===== config.mk =====
export PLATFORM = sky130hd
export DESIGN_NAME = san_axil_wr_master_flat
export DESIGN_NICKNAME = d
export VERILOG_FILES = /design/src/rtl/san_axil_wr_master_if.sv /design/src/rtl/san_axil_wr_master.sv /design/src/flat_wrapper.sv
export SDC_FILE = /design/constraint.sdc
export NUM_CORES = 1
export LEC_CHECK = 0
export BUFFER_PORTS_ARGS = -buffer_cell sky130_fd_sc_hd__buf_2
export CORE_MARGIN = 5
export CORE_UTILIZATION = 54
export CTS_CLUSTER_DIAMETER = 50
export DETAILED_ROUTE_END_ITERATION = 10
export PLACE_DENSITY = 0.83
export SLEW_MARGIN = 30
export SYNTH_ARGS = -nofsm -noshare
export SYNTH_HDL_FRONTEND = slang
export SYNTH_SLANG_ARGS = --single-unit

===== constraint.sdc =====
create_clock -name M_AXI_ACLK -period 3.3 [get_ports M_AXI_ACLK]
set_input_delay 0.495 -clock M_AXI_ACLK [delete_from_list [all_inputs] [get_ports M_AXI_ACLK]]
set_output_delay 0.495 -clock M_AXI_ACLK [all_outputs]
set_load 0.01 [all_outputs]

===== src/rtl/san_axil_wr_master_if.sv =====
// AXI4-Lite write-channel bundle (AW, W, B) between a write master and a slave.
// Ports: awaddr/awprot/awvalid/awready, wdata/wstrb/wvalid/wready, bresp/bvalid/bready.
interface san_axil_wr_master_if #(
    parameter int ADDR_W = 3,
    parameter int DATA_W = 32
);
    logic [ADDR_W-1:0]   awaddr;
    logic [2:0]          awprot;
    logic                awvalid;
    logic                awready;
    logic [DATA_W-1:0]   wdata;
    logic [DATA_W/8-1:0] wstrb;
    logic                wvalid;
    logic                wready;
    logic [1:0]          bresp;
    logic                bvalid;
    logic                bready;

    modport master (
        output awaddr, awprot, awvalid,
        output wdata, wstrb, wvalid,
        output bready,
        input  awready, wready, bresp, bvalid
    );

    modport slave (
        input  awaddr, awprot, awvalid,
        input  wdata, wstrb, wvalid,
        input  bready,
        output awready, wready, bresp, bvalid
    );
endinterface


===== src/rtl/san_axil_wr_master.sv =====
// AXI4-Lite write initiator: one local command -> one AW/W/B transaction -> one rsp pulse.
// Ports: M_AXI_ACLK/M_AXI_ARESETN, cmd_* request, rsp_* completion, m_axi write channels.
module san_axil_wr_master #(
    parameter int ADDR_W  = 3,
    parameter int DATA_W  = 32,
    parameter int TIMEOUT = 255
) (
    input  logic                M_AXI_ACLK,
    input  logic                M_AXI_ARESETN,
    input  logic                cmd_valid,
    output logic                cmd_ready,
    input  logic [ADDR_W-1:0]   cmd_addr,
    input  logic [DATA_W-1:0]   cmd_data,
    input  logic [DATA_W/8-1:0] cmd_strb,
    output logic                rsp_valid,
    output logic [1:0]          rsp_resp,
    output logic                rsp_timeout,
    san_axil_wr_master_if.master m_axi
);

    typedef enum logic [1:0] {
        IDLE,
        ISSUE,
        WAIT_B
    } state_t;

    // Last counter value still inside the wait window.
    localparam logic [15:0] TMO_LAST = 16'(TIMEOUT - 1);

    state_t state_q;
    state_t state_d;

    logic [15:0] cnt_q;
    logic        awvalid_q;
    logic        wvalid_q;

    logic        do_accept;
    logic        aw_fin;
    logic        w_fin;
    logic        go_wait;
    logic        b_hit;
    logic        tmo_hit;

    // A channel is finished once its VALID is gone or handshakes now.
    assign aw_fin = !awvalid_q || m_axi.awready;
    assign w_fin  = !wvalid_q  || m_axi.wready;

    always_ff @(posedge M_AXI_ACLK or negedge M_AXI_ARESETN) begin
        if (!M_AXI_ARESETN) begin
            state_q <= IDLE;
        end else begin
            state_q <= state_d;
        end
    end

    always_comb begin
        state_d   = state_q;
        do_accept = 1'b0;
        go_wait   = 1'b0;
        b_hit     = 1'b0;
        tmo_hit   = 1'b0;
        unique case (state_q)
            IDLE: begin
                if (cmd_valid) begin
                    do_accept = 1'b1;
                    state_d   = ISSUE;
                end
            end
            ISSUE: begin
                if (aw_fin && w_fin) begin
                    go_wait = 1'b1;
                    state_d = WAIT_B;
                end
            end
            WAIT_B: begin
                // BVALID takes priority over a coincident timeout.
                if (m_axi.bvalid) begin
                    b_hit   = 1'b1;
                    state_d = IDLE;
                end else if (cnt_q == TMO_LAST) begin
                    tmo_hit = 1'b1;
                    state_d = IDLE;
                end
            end
            default: state_d = IDLE;
        endcase
    end

    always_ff @(posedge M_AXI_ACLK or negedge M_AXI_ARESETN) begin
        if (!M_AXI_ARESETN) begin
            cnt_q        <= '0;
            awvalid_q    <= 1'b0;
            wvalid_q     <= 1'b0;
            m_axi.awaddr <= '0;
            m_axi.wdata  <= '0;
            m_axi.wstrb  <= '0;
            rsp_valid    <= 1'b0;
            rsp_resp     <= 2'b00;
            rsp_timeout  <= 1'b0;
        end else begin
            rsp_valid <= 1'b0;
            if (do_accept) begin
                m_axi.awaddr <= cmd_addr;
                m_axi.wdata  <= cmd_data;
                m_axi.wstrb  <= cmd_strb;
                awvalid_q    <= 1'b1;
                wvalid_q     <= 1'b1;
            end
            if (state_q == ISSUE) begin
                if (awvalid_q && m_axi.awready) begin
                    awvalid_q <= 1'b0;
                end
                if (wvalid_q && m_axi.wready) begin
                    wvalid_q <= 1'b0;
                end
            end
            if (go_wait) begin
                cnt_q <= '0;
            end else if (state_q == WAIT_B) begin
                cnt_q <= cnt_q + 16'd1;
            end
            if (b_hit) begin
                rsp_valid   <= 1'b1;
                rsp_resp    <= m_axi.bresp;
                rsp_timeout <= 1'b0;
            end else if (tmo_hit) begin
                rsp_valid   <= 1'b1;
                rsp_resp    <= 2'b11;
                rsp_timeout <= 1'b1;
            end
        end
    end

    // Gated by reset so both read 0 while the block is held in reset.
    assign cmd_ready     = M_AXI_ARESETN && (state_q == IDLE);
    assign m_axi.bready  = M_AXI_ARESETN && (state_q != ISSUE);
    assign m_axi.awvalid = awvalid_q;
    assign m_axi.wvalid  = wvalid_q;
    assign m_axi.awprot  = 3'b000;

endmodule


===== src/flat_wrapper.sv =====
// flat-port wrapper written by rule: the top's interface ports become plain ports
module san_axil_wr_master_flat 
#(
    parameter int ADDR_W  = 3,
    parameter int DATA_W  = 32,
    parameter int TIMEOUT = 255
)
  (M_AXI_ACLK, M_AXI_ARESETN, cmd_valid, cmd_ready, cmd_addr, cmd_data, cmd_strb, rsp_valid, rsp_resp, rsp_timeout, m_axi_awaddr, m_axi_awprot, m_axi_awvalid, m_axi_wdata, m_axi_wstrb, m_axi_wvalid, m_axi_bready, m_axi_awready, m_axi_wready, m_axi_bresp, m_axi_bvalid);
  san_axil_wr_master_if #(.ADDR_W(ADDR_W), .DATA_W(DATA_W)) m_axi_i ();
  input  logic M_AXI_ACLK;
  input  logic M_AXI_ARESETN;
  input  logic cmd_valid;
  output logic cmd_ready;
  input  logic [ADDR_W-1:0] cmd_addr;
  input  logic [DATA_W-1:0] cmd_data;
  input  logic [DATA_W/8-1:0] cmd_strb;
  output logic rsp_valid;
  output logic [1:0] rsp_resp;
  output logic rsp_timeout;
  output wire logic [$bits(m_axi_i.awaddr)-1:0] m_axi_awaddr;
  output wire logic [$bits(m_axi_i.awprot)-1:0] m_axi_awprot;
  output wire logic [$bits(m_axi_i.awvalid)-1:0] m_axi_awvalid;
  output wire logic [$bits(m_axi_i.wdata)-1:0] m_axi_wdata;
  output wire logic [$bits(m_axi_i.wstrb)-1:0] m_axi_wstrb;
  output wire logic [$bits(m_axi_i.wvalid)-1:0] m_axi_wvalid;
  output wire logic [$bits(m_axi_i.bready)-1:0] m_axi_bready;
  input wire logic [$bits(m_axi_i.awready)-1:0] m_axi_awready;
  input wire logic [$bits(m_axi_i.wready)-1:0] m_axi_wready;
  input wire logic [$bits(m_axi_i.bresp)-1:0] m_axi_bresp;
  input wire logic [$bits(m_axi_i.bvalid)-1:0] m_axi_bvalid;
  assign m_axi_awaddr = m_axi_i.awaddr;
  assign m_axi_awprot = m_axi_i.awprot;
  assign m_axi_awvalid = m_axi_i.awvalid;
  assign m_axi_wdata = m_axi_i.wdata;
  assign m_axi_wstrb = m_axi_i.wstrb;
  assign m_axi_wvalid = m_axi_i.wvalid;
  assign m_axi_bready = m_axi_i.bready;
  assign m_axi_i.awready = m_axi_awready;
  assign m_axi_i.wready = m_axi_wready;
  assign m_axi_i.bresp = m_axi_bresp;
  assign m_axi_i.bvalid = m_axi_bvalid;
  san_axil_wr_master #(.ADDR_W(ADDR_W), .DATA_W(DATA_W), .TIMEOUT(TIMEOUT)) u_core (.M_AXI_ACLK(M_AXI_ACLK), .M_AXI_ARESETN(M_AXI_ARESETN), .cmd_valid(cmd_valid), .cmd_ready(cmd_ready), .cmd_addr(cmd_addr), .cmd_data(cmd_data), .cmd_strb(cmd_strb), .rsp_valid(rsp_valid), .rsp_resp(rsp_resp), .rsp_timeout(rsp_timeout), .m_axi(m_axi_i));
endmodule

==> results_dict.tcl <==
set metrics [dict create \
    initial_core_util_pct 55.4 \
    cts.htree.levels 3 \
    clockPowerShare_pct 23.1 \
    synth_area_sq_mm 0.00281 \
    slew_viol_final 0 \
    synth-seq-area-share_pct 56.0 \
    postRouteWirelength_mm 5.82 \
    numCtsBuffers 9 \
    pwr-share-seq_pct 42.0 \
    crit_family "flip-flops" \
    comb_power_share_pct 34.9 \
    internal_power_mw 2.03 \
    start_kind "register" \
    rsz0062_at_grt "no" \
    reg2reg_slack_ns 1.56 \
    r2r_cells 3 \
    clock.fmax_mhz 516 \
    drc 0 \
    max-slew-margin-rel_pct 63.9 \
    area_growth_pct 24.0 \
    fillerInstances 382 \
    final_layout_size_suffix_gt1_share_pct 47.5 \
    worstPathCellList "and2b_1 > nor2b_1 > buf_2" \
    cap_violations 0 \
    switching_share_pct 32.6 \
    hp-class "in -> async" \
    routabilityCongestion 0.801 \
    drt_iter0_drc 83 \
    grt_max_degree 46 \
    clock_path_buffers 2 \
    dieArea_sq_mm 0.00675 \
    synth_top_flop_cell "dfrtp_1" \
    post_drt_wl_per_cell_microns 15.1 \
    postCtsSetupBuffers 0 \
    crit_cells 3 \
    fin_skew_ns 0.00966 \
    netlist_instances 217 \
    firstDrtPassIters 4 \
    final_nets 360 \
    clk_latency_ns 0.33 \
    ant_nets 0 \
    dp_slack_ns 1.51 \
    grt_antenna_before_repair 0 \
    portBuffers 93 \
    grt_usage_pct 18.1 \
    cts-hold-fix-buffers 0 \
    r2r-start "u_core.state_q[1]" \
    setup_tns_ns 0 \
    vdd_drop_max_v 0.000554 \
    synth_edf_count 0 \
    root_buffer "clkbuf_8" \
    overflow 0 \
    grt_pass1_vias 1903 \
    cts_tree "built" \
    crit_slowest_cell "dfrtp_1" \
    dpl.cell_count 370 \
    grt_pass1_wl_mm 9.14 \
    layout_min_cycle_time_ns 1.94 \
    yosys_warnings 0 \
    r2r-end "u_core.m_axi.wdata[23]" \
    critPathMaxFanout 10 \
    fp.dieH_microns 82.2 \
    required_ns 2.80 \
    die_w_microns 82.2 \
    worstSetupPathType "reg -> out" \
    cpPeakStageDelay_ns 0.61 \
    syn_avg_cell_area_sq_um 13.0 \
    fin_crit_sh_pct 58.8 \
    switchingPower_mw 0.985 \
    drt-vias-per-instance 5.16 \
    outcome "completed" \
    ctsResizeCount 0 \
    path_buf_inv 1 \
    end_kind "output port" \
    setup_viol 0 \
    worst_slack_ns 1.36 \
    ys_seq_elements 63 \
    clk_pin_slew_ns 0.07 \
    finalHoldViolCount 0 \
    route.vias.total 1992 \
    tightest_slew_ns 0.542 \
    crit_arrival_ns 1.44 \
    antenna_cells 0 \
    power.density_mw_per_mm2 865 \
    yosysUniqueCellTypes 45 \
    io_pins 97 \
    p_total_mw 3.02 \
    leakage_nw 1.72 \
    rows 26 \
    core_area_sq_mm 0.00507 \
    final_cells 386 \
    cts_sinks 63 \
    dp.final_hpwl_mm 4.36 \
    async_flop_share_pct 100 \
]
-- logic make-up (layout without fill, tap and decap cells) --
logic type               after synthesis  count (layout)  share of synthesized area (%)
flip-flops                            63              63                           56.0
adder cells (fa/ha/maj)                2               2                          0.889
XOR/XNOR                               1               1                          0.311
AND/OR/NAND/NOR                       59              59                           14.0
multiplexers                          47              47                           18.5
AO/OA/AOI/OAI                         26              26                           5.91
buffers and inverters                 18             115                           4.31
other                                  1               3                          0.133
-- worst register-to-register path, delay by kind of cell, from the launching register on --
| kind | cells | cell delay, ns |
|---|---|---|
| simple gates | 1 | 0.24 |
| buf+inv | 1 | 0.44 |
| mux | 1 | 0.42 |
| flops | 1 | 0.53 |
-- cells in the mapped netlist, types with 2 or more instances --
cell      number  share of area [%]
buf_2          4               0.71
nand4_2        2               0.89
dfrtp_1       63                 56
and2_1         2               0.44
mux2i_1        8                2.8
o31ai_1        5                1.3
mux2_2        29                 12
mux2_1        10                4.0
nand2b_1       3               0.67
nand3_1       10                1.8
nor2_1         6               0.80
buf_4          7                1.9
a21oi_1        2               0.36
nand4_1        2               0.44
buf_6          3                1.2
nand2_1       14                1.9
and3_1         3               0.67
o21ai_0       12                2.1
nor2b_1        2               0.44
ha_1           2               0.89
inv_1          4               0.53
-- state kept, by name (all words and copies together) (netlist names), 2 cells and up --
name and cells:
u_core.m_axi.wdata 32, u_core.cnt_q 16, u_core.m_axi.wstrb 4, u_core.m_axi.awaddr 3, u_core.rsp_resp 2, u_core.state_q 2
-- area by class of cell --
| cell class | count | area (sq um) | area share (%) |
|---|---|---|---|
| Clock buffer | 13 | 139 | 3.98 |
| Clock inverter | 3 | 67.6 | 1.94 |
| Inverter | 4 | 15.0 | 0.430 |
| Multi-Input combinational cell | 138 | 1120 | 32.2 |
| Sequential cell | 63 | 1580 | 45.2 |
| Tap cell | 70 | 87.6 | 2.51 |
| Timing Repair Buffer | 95 | 480 | 13.8 |
-- placed cells by master (no fill, tap or decap), drive strengths merged, types with 3 or more instances in the layout --
cell / netlist / routed
inv: 4 / 4
o31ai: 5 / 5
and3: 3 / 3
clkbuf: 0 / 13
mux2: 39 / 39
nand3: 11 / 11
nand4: 4 / 4
nor2b: 3 / 3
nor2: 6 / 6
buf: 14 / 95
mux2i: 8 / 8
nand2b: 3 / 3
o21ai: 12 / 12
conb: 1 / 3
and2: 3 / 3
nand2: 15 / 15
dfrtp: 63 / 63
-- worst max-delay path by stage --
stage / from / endpoint
after detailed placement: M_AXI_ARESETN / cmd_ready
after global placement: M_AXI_ARESETN / cmd_ready
after CTS: u_core.state_q[1] / m_axi_bready
after global routing: u_core.state_q[1] / m_axi_bready
after floorplan: u_core.state_q[1] / u_core.m_axi.wdata[15]
final: u_core.state_q[1] / m_axi_bready
-- power groups by stage --
stage               Sequential (mW)  Combinational, mW  Clock [mW]
finish                         1.27               1.05       0.698
global route                   1.30               1.16       0.765
CTS                            1.27               1.07       0.722
detailed placement             1.28               1.07           0
global placement               1.26               1.04           0
floorplan                      1.37              0.578           0
-- layer usage --
| layer | wire, microns | vias to the layer above | global-route usage (%) |
|---|---|---|---|
| li1 | - | 963 | - |
| met2 | 2840 | 69 | 30.5 |
| met5 | 0 | - | 0 |
| met4 | 83 | 0 | 7.48 |
| met3 | 472 | 10 | 5.64 |
| met1 | 2430 | 950 | 21.4 |
-- per-stage QoR --
step           area (sq um)  utilization, %  hold WS [ns]
2_1_floorplan          2820               -         0.199
3_3_place_gp           3280            64.7         0.454
3_5_place_dp           3280            64.7         0.462
4_1_cts                3490            68.8        0.0951
5_1_grt                3490            68.8         0.112
6_report               3490            68.8         0.103
Note: power is estimated with default switching activity, not from simulation.
